[src/rtl/m92_pkg.sv]
// ---------------------------------------------------------------------------
// m92_pkg
// Shared definitions for the SDRAM read-channel side of the m92 core.
//   SDR_ADDR_W / SDR_DATA_W : SDRAM byte-address and line widths
//   sdr_port_t              : fixed client numbering on the read arbiter
//   sdr_arb_state_t         : read arbiter state encoding
// ---------------------------------------------------------------------------
package m92_pkg;

   localparam int SDR_ADDR_W = 25;
   localparam int SDR_DATA_W = 64;

   typedef enum logic [1:0] {
      SDR_PORT_CPU    = 2'd0,
      SDR_PORT_SPRITE = 2'd1,
      SDR_PORT_TILE   = 2'd2,
      SDR_PORT_SOUND  = 2'd3
   } sdr_port_t;

   // One outstanding SDRAM request at most, so two states are enough.
   typedef enum logic [0:0] {
      IDLE = 1'b0,
      WAIT = 1'b1
   } sdr_arb_state_t;

endpackage

[src/rtl/sdr_port_arbiter_rr_pick.sv]
// ---------------------------------------------------------------------------
// rr_pick
// Combinational grant picker for the SDRAM port arbiter.
//   pending    : per-port request-pending flags
//   last       : index of the most recent grant (round-robin pointer)
//   hipri_mask : ports that bypass round-robin; lowest pending index wins
//   valid      : at least one port is pending
//   grant      : selected port index (meaningful only when valid)
// ---------------------------------------------------------------------------
module rr_pick #(
   parameter int N  = 4,
   parameter int IW = (N > 1) ? $clog2(N) : 1
) (
   input  logic [N-1:0]  pending,
   input  logic [IW-1:0] last,
   input  logic [N-1:0]  hipri_mask,
   output logic          valid,
   output logic [IW-1:0] grant
);

   logic [N-1:0]  w_hp;
   logic [IW-1:0] w_idx;
   logic          w_found;

   assign w_hp  = pending & hipri_mask;
   assign valid = |pending;

   always_comb begin
      // NOTE: every variable gets a default before any conditional write, so
      // no path leaves a value unassigned and no latch is inferred.
      grant   = '0;
      w_idx   = '0;
      w_found = 1'b0;
      if (|w_hp) begin
         // Descending scan: the last hit written is the lowest set index.
         for (int i = N - 1; i >= 0; i--) begin
            if (w_hp[i]) grant = IW'(i);
         end
      end else begin
         // Start one past the previous grant and wrap; k == N revisits
         // 'last' itself, so a lone requester is always found.
         for (int k = 1; k <= N; k++) begin
            w_idx = IW'((int'(last) + k) % N);
            if (!w_found && pending[w_idx]) begin
               grant   = w_idx;
               w_found = 1'b1;
            end
         end
      end
   end

endmodule

[src/rtl/sdr_port_arbiter.sv]
// ---------------------------------------------------------------------------
// sdr_port_arbiter
// Shares one 64-bit SDRAM read channel between toggle-handshake clients.
//   clk, reset_n : clk_ram domain clock, asynchronous active-low reset
//   port_req     : per-port request toggle (pending while != port_ack)
//   port_addr    : per-port byte address, stable while pending
//   port_data    : per-port returned line, held until the next completion
//   port_ack     : per-port acknowledge toggle
//   sdr_addr     : address of the current SDRAM request
//   sdr_req      : one-cycle request strobe to the SDRAM controller
//   sdr_rdy      : one-cycle data-valid strobe from the SDRAM controller
//   sdr_data     : read line, valid with sdr_rdy
// ---------------------------------------------------------------------------
module sdr_port_arbiter
   import m92_pkg::*;
#(
   parameter int                   NUM_PORTS  = 4,
   parameter logic [NUM_PORTS-1:0] HIPRI_MASK = NUM_PORTS'(1)
) (
   input  logic                                 clk,
   input  logic                                 reset_n,
   input  logic [NUM_PORTS-1:0]                 port_req,
   input  logic [NUM_PORTS-1:0][SDR_ADDR_W-1:0] port_addr,
   output logic [NUM_PORTS-1:0][SDR_DATA_W-1:0] port_data,
   output logic [NUM_PORTS-1:0]                 port_ack,
   output logic [SDR_ADDR_W-1:0]                sdr_addr,
   output logic                                 sdr_req,
   input  logic                                 sdr_rdy,
   input  logic [SDR_DATA_W-1:0]                sdr_data
);

   localparam int IW = $clog2(NUM_PORTS);

   sdr_arb_state_t                       r_state;
   logic [IW-1:0]                        r_cur;
   logic [IW-1:0]                        r_last;
   logic                                 r_sdr_req;
   logic [SDR_ADDR_W-1:0]                r_sdr_addr;
   logic [NUM_PORTS-1:0]                 r_port_ack;
   logic [NUM_PORTS-1:0][SDR_DATA_W-1:0] r_port_data;

   logic [NUM_PORTS-1:0]                 w_pending;
   logic                                 w_valid;
   logic [IW-1:0]                        w_grant;

   assign w_pending = port_req ^ r_port_ack;

   rr_pick #(
      .N  (NUM_PORTS),
      .IW (IW)
   ) u_rr_pick (
      .pending    (w_pending),
      .last       (r_last),
      .hipri_mask (HIPRI_MASK),
      .valid      (w_valid),
      .grant      (w_grant)
   );

   // NOTE: all state below uses non-blocking assignments so every register
   // samples pre-edge values regardless of statement order.
   always_ff @(posedge clk or negedge reset_n) begin
      if (!reset_n) begin
         r_state     <= IDLE;
         r_cur       <= '0;
         r_last      <= IW'(NUM_PORTS - 1);
         r_sdr_req   <= 1'b0;
         r_sdr_addr  <= '0;
         r_port_ack  <= '0;
         // NOTE: the per-port line buffers are plain flops, not a RAM, so
         // they can and do take a reset value.
         r_port_data <= '0;
      end else begin
         case (r_state)
            IDLE: begin
               // sdr_rdy is deliberately ignored here: a strobe left over
               // from before a reset must not land in any port.
               if (w_valid) begin
                  r_cur      <= w_grant;
                  r_last     <= w_grant;
                  r_sdr_addr <= port_addr[w_grant];
                  r_sdr_req  <= 1'b1;
                  r_state    <= WAIT;
               end
            end
            WAIT: begin
               r_sdr_req <= 1'b0;
               // A strobe on the first WAIT cycle (coincident with sdr_req)
               // is accepted like any other.
               if (sdr_rdy) begin
                  r_port_data[r_cur] <= sdr_data;
                  r_port_ack[r_cur]  <= port_req[r_cur];
                  r_state            <= IDLE;
               end
            end
            default: r_state <= IDLE;
         endcase
      end
   end

   assign sdr_req   = r_sdr_req;
   assign sdr_addr  = r_sdr_addr;
   assign port_ack  = r_port_ack;
   assign port_data = r_port_data;

endmodule

[config.mk]
export PLATFORM = sky130hd
export DESIGN_NAME = sdr_port_arbiter
export DESIGN_NICKNAME = d
export VERILOG_FILES = /design/src/rtl/m92_pkg.sv /design/src/rtl/sdr_port_arbiter_rr_pick.sv /design/src/rtl/sdr_port_arbiter.sv
export SDC_FILE = /design/constraint.sdc
export NUM_CORES = 1
export LEC_CHECK = 0
export ABC_AREA = 1
export BUFFER_PORTS_ARGS = -buffer_cell sky130_fd_sc_hd__buf_2
export CAP_MARGIN = 5
export CORE_MARGIN = 2
export CORE_UTILIZATION = 25
export CTS_CLUSTER_DIAMETER = 40
export DETAILED_ROUTE_END_ITERATION = 10
export SYNTH_ARGS = -nofsm -noshare
export SYNTH_HDL_FRONTEND = slang
export SYNTH_SLANG_ARGS = --single-unit
export TNS_END_PERCENT = 10
[constraint.sdc]
create_clock -name clk -period 1.9 [get_ports clk]
set_input_delay 0.38 -clock clk [delete_from_list [all_inputs] [get_ports clk]]
set_output_delay 0.38 -clock clk [all_outputs]
set_load 0.05 [all_outputs]
==> results.py, run 1 <==
metrics = {
    "detailed_routing": {
        "wl_per_cell_um": 16.8,
        "detail-route-antenna-nets": 0,
        "num_vias": 10900,
        "first_iter_violations": 600,
        "post-route-drc-count": 0,
        "firstDrtPassIters": 5,
        "routed_wl_um": 40800,
        "viasPerCell": 4.49,
    },
    "timing": {
        "max_freq_mhz": 449,
        "fin_ws_ns": -0.328,
        "fin_crit_ns": 2.23,
        "post-route-period-util_pct": 117,
        "rsz0062_at_grt": "true",
        "finClkSkew_ns": 0.0203,
        "maxSlewHeadroom_pct": 62.7,
        "slew_viol_final": 0,
        "setup_violations": 29,
        "worst_pin_slew_ns": 0.559,
        "hold_viol_final": 0,
    },
    "critical_path": {
        "reg2reg_depth": 15,
        "r2r_end": "sdr_addr[7]",
        "reg2reg_slack_ns": -0.33,
        "critPathArrivalTime_ns": 2.69,
        "critPathRequiredTime_ns": 2.36,
        "worstSetupPathType": "flop to flop",
        "end_kind": "flop",
        "startpoint_type": "flop",
        "r2r_start": "r_last[0]",
        "cp_max_fo": 7,
    },
    "place": {
        "gp_congestion": 0.835,
        "port_buffers": 456,
        "preCtsSetupSlack_ns": -0.284,
        "dpl_cell_area_um2": 15100,
        "dp_hpwl_um": 28600,
    },
    "logic_synthesis": {
        "ys_seq_area_share_pct": 62.1,
        "syn-num-nets": 1471,
        "yosys.cell_types.count": 23,
        "syn_inst": 1300,
        "synth.cell_area_um2": 11700,
        "postSynthAreaPerCell_um2": 9.03,
        "synth-seq-cells": 291,
        "ys_warn_count": 0,
    },
    "final_layout": {
        "fin_nets": 1957,
        "diodes": 0,
        "final_layout_size_suffix_gt1_share_pct": 35.4,
        "syn_to_final_growth_pct": 45.2,
        "fillCellCount": 4746,
        "stdcell_area_um2": 17000,
        "regArea_um2": 7290,
        "multi_input_area_um2": 3860,
    },
    "cts": {
        "cts_tree": "built",
        "cts_buffer_depth": 3,
        "clk_latency_ns": 0.58,
        "cts_root_buffer": "clkbuf_16",
        "cts-buffers-inserted": 49,
        "clkTransAtPathRegs_ns": 0.06,
        "clock_sinks": 291,
        "h-tree-depth": 2,
    },
    "run": {
        "max_cap_viol_count": 0,
    },
    "outcome": {
        "violations": "negative setup slack",
        "status": "finished with violations",
    },
    "floorplan": {
        "io_pins": 457,
        "die_h_um": 221,
        "dieArea_um2": 48700,
        "fp.coreArea_um2": 46500,
        "placementRows": 79,
        "die_x_um": 221,
        "start_util_pct": 25.3,
    },
    "global_routing": {
        "grt_use_total_pct": 15.7,
        "grt_pass1_vias": 10500,
        "grt-ovfl-total": 0,
        "antenna_found_initial": 1,
        "grt_max_degree": 99,
        "grt_pass1_wl_um": 59300,
    },
    "min_path": {
        "hold_start": "sdr_data[20]",
        "hold_class": "primary input to flop",
        "min_path_cells": 3,
        "min_to": "port_data[212]",
    },
}
-- area by class of cell --
cell class	instances	area share, %
Timing Repair Buffer	518	18.0
Inverter	83	1.86
Clock inverter	38	2.87
Clock buffer	54	7.42
Multi-Input combinational cell	843	22.6
Sequential cell	291	42.8
Tap cell	607	4.46
-- sequential cells by signal (all words and copies together), names as in the netlist --
register / flops
port_ack: 4
r_cur: 2
r_state: 1
r_last: 2
sdr_addr: 25
sdr_req: 1
port_data: 256
-- synth_stat cells --
cell	number	area, um2
dfrtp_1	289	7230
a21oi_1	69	345
o21ai_0	197	986
clkinv_2	1	5.00
buf_2	8	40.0
nand3_2	5	50.1
dfstp_2	2	52.6
nor2_4	1	11.3
clkbuf_1	62	233
nand3_1	147	736
inv_2	3	11.3
buf_1	4	15.0
buf_4	4	30.0
inv_1	79	297
a22oi_1	1	7.51
nand2_1	339	1270
nand2_2	6	37.5
nand2_4	1	11.3
nor2_1	74	278
o211ai_1	1	7.51
buf_6	5	56.3
a21oi_4	1	16.3
nand4_1	1	6.26
-- logic make-up after synthesis --
group | synth area share (%)
AOI/OAI and AO/OA | 11.6
and+or+nand+nor | 20.5
DFF | 62.1
buffers and inverters | 5.85
-- worst max path at each step --
stage / startpoint / endpoint / slack (ns) / cells after the start
global route: r_last[0] / sdr_addr[7] / -0.44 / 16
floorplan: r_last[0] / sdr_addr[0] / 0.001 / 15
CTS: r_last[0] / sdr_addr[17] / -0.21 / 16
global placement: r_last[0] / sdr_addr[20] / -0.23 / 15
detailed placement: r_last[0] / sdr_addr[20] / -0.28 / 15
finish: r_last[0] / sdr_addr[7] / -0.33 / 15
-- routing by layer --
| layer | track usage [%] | vias up | wire, um |
|---|---|---|---|
| met3 | 4.27 | 90 | 3570 |
| met2 | 26.2 | 472 | 19600 |
| met4 | 7.67 | 2 | 1740 |
| met1 | 18.6 | 5158 | 15900 |
| met5 | 0 | - | 13 |
| li1 | - | 5210 | - |
-- worst max-delay path, stage by stage, from the launching register on --
cell and delay [ns]:
dfstp_2 0.57, buf_4 0.12, nand2_2 0.06, nand2_4 0.10, nand3_2 0.10, nand2_4 0.10, nand2_2 0.06, nor2_4 0.14
nand3_2 0.09, nand2_4 0.13, nand2_8 0.11, clkbuf_16 0.19, nand2_1 0.07, nand3_1 0.08, nand3_1 0.12, nand2_1 0.07
-- stage by stage --
step,utilization (%),TNS (ns),std cells,hold slack [ns]
finish,36.7,-5.85,2434,0.0923
global route,36.7,-9.52,2434,0.0858
CTS,36.4,-5.03,2429,0.0565
detailed placement,32.5,-6.13,2334,0.332
global placement,32.5,-4.68,2334,0.325
floorplan,-,0,1300,0.0844
-- cells in the final DEF, fill, tap and decap left out, types with 2 or more instances in the layout --
cell type,n
nor2_4,2
nand2_1,331
clkinv_4,6
clkbuf_8,2
a21oi_1,69
inv_8,9
inv_1,77
o21ai_0,195
bufinv_16,6
clkinv_2,5
clkbuf_16,52
dfrtp_2,4
buf_6,4
clkbuf_1,3
inv_4,2
nor2_1,72
buf_12,19
buf_4,35
inv_6,8
nand3_1,145
dfstp_2,2
nand3_2,7
clkinv_8,2
buf_2,455
dfrtp_1,285
nand2_2,7
nand2_4,7
o21ai_2,2
inv_2,4
-- timing repair --
action                     in CTS  in global routing
setup endpoints to repair      29                 29
resized for setup               6                 12
hold buffers                    1                  0
buffers inserted                1                  0
pin swaps                       1                  4
gates cloned                    1                  6
hold endpoints to repair       31                  0
Power of run 1 is not shown: default switching activity piles up to over one toggle a cycle in this logic, so the estimate is an artifact.
==> run 2, diff against run 1 <==
--- a/config.mk
+++ b/config.mk
@@ -8,6 +8,7 @@
 export ABC_AREA = 1
 export BUFFER_PORTS_ARGS = -buffer_cell sky130_fd_sc_hd__buf_2
 export CAP_MARGIN = 5
+export CORE_ASPECT_RATIO = 2
 export CORE_MARGIN = 2
 export CORE_UTILIZATION = 25
 export CTS_CLUSTER_DIAMETER = 40
==> run 2 against run 1 <==
Against the previous run: the flow still finishes with violations (negative setup slack); sequential cell count stayed put; final cell count is 0.41% lower; via count hardly changed; fmax rose by 2.6%; largest cell class unchanged; highest routed layer is now met4.
==> results.py, run 2 (synthesis results as in run 1) <==
metrics = {
    "floorplan": {
        "io_pins": 457,
        "die_h_um": 310,
        "dieArea_um2": 48800,
        "placementRows": 112,
        "start_util_pct": 25.2,
        "fp.coreArea_um2": 46500,
        "die_x_um": 157,
    },
    "cts": {
        "clock_sinks": 291,
        "cts_buffer_depth": 3,
        "clk_latency_ns": 0.51,
        "cts_tree": "built",
        "clkTransAtPathRegs_ns": 0.06,
        "h-tree-depth": 2,
        "cts_root_buffer": "clkbuf_16",
        "cts-buffers-inserted": 34,
    },
    "detailed_routing": {
        "first_iter_violations": 677,
        "firstDrtPassIters": 6,
        "routed_wl_um": 42600,
        "dr_wl_met3_um": 2750,
        "detail-route-antenna-nets": 0,
        "m1WireLength_um": 14800,
        "wl_met2_um": 22800,
        "num_vias": 10900,
        "wl_per_cell_um": 17.6,
        "highest_layer": "met4",
        "post-route-drc-count": 0,
        "viasPerCell": 4.51,
    },
    "min_path": {
        "hold_class": "primary input to flop",
    },
    "final_layout": {
        "fillCellCount": 4892,
        "multi_input_area_um2": 3880,
        "layout_common_cells": "buf_2 (455), nand2_1 (327), dfrtp_1 (285)",
        "largest_register_ffs": 256,
        "syn_to_final_growth_pct": 40.4,
        "instances_no_fill": 2424,
        "final_layout_size_suffix_gt1_share_pct": 34.7,
        "stdcell_area_um2": 16500,
        "final_common_cell": "buf_2",
        "regArea_um2": 7290,
        "fin_nets": 1943,
    },
    "global_routing": {
        "grt_pass1_vias": 11000,
        "grt_use_total_pct": 16.8,
        "grt_pass1_wl_um": 63000,
        "grt_max_degree": 91,
        "grt-ovfl-total": 0,
        "antenna_found_initial": 2,
    },
    "place": {
        "dpl_cell_area_um2": 15100,
        "port_buffers": 456,
        "dp_hpwl_um": 30700,
        "gp_congestion": 0.968,
        "numPlacedInstances": 2356,
    },
    "timing": {
        "finClkSkew_ns": 0.0112,
        "slew_viol_final": 0,
        "max_freq_mhz": 461,
        "maxSlewHeadroom_pct": 62.2,
        "post-route-period-util_pct": 114,
        "worst_pin_slew_ns": 0.564,
        "fin_crit_ns": 2.17,
        "fin_ws_ns": -0.272,
        "setup_violations": 29,
        "rsz0062_at_grt": "true",
        "hold_viol_final": 0,
    },
    "critical_path": {
        "startpoint_type": "flop",
        "critPathRequiredTime_ns": 2.31,
        "end_kind": "flop",
        "critPathArrivalTime_ns": 2.58,
        "cp_max_fo": 8,
        "worstSetupPathType": "flop to flop",
    },
    "outcome": {
        "status": "finished with violations",
        "violations": "negative setup slack",
    },
    "run": {
        "max_cap_viol_count": 0,
    },
}
==> run 2: cell count changes in the layout (fill, tap and decap cells not counted), sizes merged <==
cell      delta
clkinvlp     +1
clkinv       -7
bufinv       -4
clkbuf      -13
diode        +3
buf          +3
inv         -13
==> run 2: area by class of cell <==
class                   instances  area share (%)
flip-flops and latches        291            44.2
multi-input cells             843            23.6
repair buffers                519            18.4
clock buffers                  43            5.86
well taps                     627            4.76
inverters                      83            1.92
clock inverters                15            1.18
diodes                          3          0.0456
==> run 2: what timing repair did <==
item | 4_1_cts | 5_1_grt
resized for setup | 13 | 18
setup endpoints to repair | 29 | 30
hold endpoints to repair | 32 | 0
buffers inserted | 3 | 1
pin swaps | 3 | 10
hold buffers | 1 | 0
cloned | 3 | 1
==> run 2: worst paths after layout <==
kind                               start              to  slack [ns]  cells after the start
setup / recovery               r_last[0]    sdr_addr[15]       -0.27                     15
hold / removal              sdr_data[32]  port_data[224]        0.14                      3
setup reg to reg               r_last[0]    sdr_addr[15]       -0.27                     15
hold reg to reg            port_data[95]   port_data[95]        0.48                      2
max in group asynchronous        reset_n   port_data[46]        0.81                      3
min in group asynchronous        reset_n   port_data[74]        0.35                      2
==> run 2: per-stage QoR <==
step                util [%]  hold slack, ns  setup slack, ns  setup TNS, ns
finish                  35.4           0.143           -0.272          -6.30
global route            35.4           0.131           -0.397         -10.15
CTS                     35.3           0.104           -0.215          -5.63
detailed placement      32.5           0.319           -0.256          -5.94
global placement        32.5           0.317           -0.205          -5.11
floorplan                  -          0.0844          0.00124              0
==> run 2: per-layer routing <==
layer  vias up  GRT usage (%)
met5         -              0
met4         0           9.66
met3       119           3.89
met2       468           31.0
met1      5171           16.9
li1       5164              -
==> run 2: worst max-delay path, cell delays in order (launching register included) <==
cell       delay [ns]
dfstp_2          0.58
inv_4            0.07
buf_4            0.16
nand2_4          0.07
nand3_2          0.08
buf_4            0.14
nand2_1          0.05
inv_1            0.03
nand2_1          0.06
nand3_2          0.10
a21oi_4          0.19
buf_6            0.16
clkbuf_16        0.16
nand3_1          0.08
nand3_1          0.08
nand2_1          0.05
Power of run 2 is left out for the same reason.
==> run 3, diff against run 2 <==
--- a/config.mk
+++ b/config.mk
@@ -5,7 +5,6 @@
 export SDC_FILE = /design/constraint.sdc
 export NUM_CORES = 1
 export LEC_CHECK = 0
-export ABC_AREA = 1
 export BUFFER_PORTS_ARGS = -buffer_cell sky130_fd_sc_hd__buf_2
 export CAP_MARGIN = 5
 export CORE_ASPECT_RATIO = 2
==> run 3 against run 2 <==
Against the previous run: the flow now finishes without violations; via count fell by 25%; final cell count fell by 25%; register-to-register slack improved by 0.38 ns; design area fell by 2.5%; synthesized cell count fell by 43%; first-iteration DRC count fell by 55%; setup slack improved by 0.38 ns; fmax rose by 21%; area after synthesis fell by 1.3%; critical path depth fell by 8; clock skew rose by 0.0055 ns; sequential cell count did not move; highest routed layer unchanged.
==> results.py, run 3 <==
metrics = {
    "outcome": {
        "status": "complete, no violations",
    },
    "logic_synthesis": {
        "synth.most_common_cell": "dfrtp_1",
        "ys_warn_count": 0,
        "synth_area_leaders": "dfrtp_1 (62%), mux2_2 (25%), mux2i_1 (4.3%)",
        "synth_top_cell_by_area": "dfrtp_1",
        "postSynthAreaPerCell_um2": 15.7,
        "synth.cell_area_um2": 11600,
        "synth_common_cells": "dfrtp_1 (289), mux2_2 (258), mux2i_1 (50)",
        "synthArstFlopShare_pct": 100,
        "syn-num-nets": 910,
        "ys_seq_area_share_pct": 62.9,
        "syn_inst": 739,
        "synth_edf_count": 0,
        "synth_flop_cell": "dfrtp_1",
        "yosys.cell_types.count": 33,
        "synth_top_area_share_pct": 62.5,
        "synth-seq-cells": 291,
    },
    "final_layout": {
        "layout_common_cells": "buf_2 (455), dfrtp_1 (285), mux2_2 (258)",
        "fin_util_pct": 35.1,
        "fin_nets": 1392,
        "syn_to_final_growth_pct": 38.8,
        "final_layout_size_suffix_gt1_share_pct": 66.2,
        "fillCellCount": 4565,
        "largest_register_ffs": 256,
        "final_common_cell": "buf_2",
    },
    "global_routing": {
        "grt_pass1_vias": 8948,
        "grt_max_degree": 61,
        "grt_use_total_pct": 14.7,
        "grt-ovfl-total": 0,
        "antenna_found_initial": 2,
        "grt_pass1_wl_um": 54000,
    },
    "critical_path": {
        "crit_start": "port_ack[3]",
        "worstSetupPathType": "flop to flop",
        "critPathArrivalTime_ns": 2.15,
        "cp_max_fo": 18,
        "r2r_start": "port_ack[3]",
        "critPathRequiredTime_ns": 2.26,
        "end_kind": "flop",
        "startpoint_type": "flop",
    },
    "timing": {
        "max_freq_mhz": 559,
        "rsz0062_at_grt": "false",
        "worst_pin_slew_ns": 0.414,
        "slew_viol_final": 0,
        "post-route-period-util_pct": 94.2,
        "fin_crit_ns": 1.79,
        "finClkSkew_ns": 0.0167,
        "maxSlewHeadroom_pct": 72.4,
        "hold_viol_final": 0,
        "setup_violations": 0,
    },
    "run": {
        "max_cap_viol_count": 0,
    },
    "min_path": {
        "hold_class": "primary input to flop",
        "hold_start": "sdr_data[52]",
    },
    "detailed_routing": {
        "num_vias": 8220,
        "viasPerCell": 4.52,
        "firstDrtPassIters": 4,
        "post-route-drc-count": 0,
        "detail-route-antenna-nets": 0,
        "wl_per_cell_um": 20.1,
        "routed_wl_um": 36500,
        "first_iter_violations": 307,
    },
    "cts": {
        "cts_buffer_depth": 3,
        "cts-buffers-inserted": 34,
        "cts_tree": "built",
        "h-tree-depth": 2,
        "clock_sinks": 291,
        "clk_latency_ns": 0.52,
        "clkTransAtPathRegs_ns": 0.07,
        "cts_root_buffer": "clkbuf_16",
    },
    "place": {
        "dp_hpwl_um": 26700,
        "gp_congestion": 0.830,
        "port_buffers": 456,
    },
    "floorplan": {
        "placementRows": 111,
        "io_pins": 457,
        "die_h_um": 308,
        "dieArea_um2": 48200,
        "start_util_pct": 25.3,
        "fp.coreArea_um2": 45800,
        "die_x_um": 156,
    },
}
[run 3: cell types whose count changed after synthesis, sizes merged, moves of 2 or more]
| cell | delta |
|---|---|
| a21oi | -69 |
| nand3 | -151 |
| mux2 | +258 |
| nor2 | -69 |
| nand2b | +2 |
| xnor2 | +4 |
| clkbuf | -57 |
| o221ai | +25 |
| o21ai | -196 |
| inv | -78 |
| mux2i | +50 |
| nor3 | +2 |
| nand2 | -309 |
| buf | +19 |
[run 3: layer usage]
layer	GRT usage (%)	routed length (um)	vias up
li1	-	-	3618
met1	14.9	12600	4251
met2	28.6	20600	290
met3	2.91	2000	61
met4	6.12	1270	0
met5	0	0	-
[run 3: per-stage QoR]
stage	setup slack [ns]	cells	area, um2	TNS, ns	hold slack, ns
global placement	0.0428	1747	14700	0	0.334
global route	0.0190	1814	16100	0	0.116
detailed placement	-0.0143	1747	14700	-0.0269	0.336
floorplan	0.0596	739	11600	0	0.0844
finish	0.110	1818	16100	0	0.129
CTS	0.0607	1810	16000	0	0.0954
[run 3: cell families (layout without fill, tap and decap cells)]
family	count (synthesis)	count (layout)	share of synthesized area (%)
xor+xnor	5	5	0.443
compound gates	31	31	2.26
other cells	0	6	0
simple gates	55	55	2.12
mux	308	308	29.4
flops	291	291	62.9
buf+inv	49	557	2.86
[run 3: critical path, stage by stage (launching register included)]
cell and delay, ns:
dfrtp_2 0.42, xnor2_2 0.17, buf_4 0.15, nand2_1 0.07, o311a_4 0.26, clkbuf_16 0.23
mux2i_1 0.20, o221ai_1 0.15
[run 3: layout make-up]
class	count	area, um2	area share, %
Inverter	4	15.0	0.0934
Antenna cell	6	15.0	0.0934
Clock inverter	23	298	1.85
Sequential cell	291	7290	45.4
Timing Repair Buffer	491	2780	17.3
Clock buffer	39	933	5.81
Multi-Input combinational cell	399	4030	25.1
Tap cell	565	707	4.40
[run 3: path summary, 6_finish.rpt]
kind                                  endpoint  slack, ns  cells past startpoint
worst min register to register    sdr_addr[19]       0.48                      2
min in group asynchronous       port_data[193]       0.38                      2
worst max register to register    sdr_addr[11]       0.11                      7
worst min-delay path            port_data[180]       0.13                      2
max in group asynchronous         port_data[7]       0.86                      3
worst max-delay path              sdr_addr[11]       0.11                      7
[run 3: repair_timing]
action                                  4_1_cts  5_1_grt
resized for setup                             0        5
endpoints found under the setup margin        0       15
hold buffers                                  1        0
buffers inserted                              0        1
endpoints found under the hold margin        29        0
Power of run 3 is left out for the same reason.
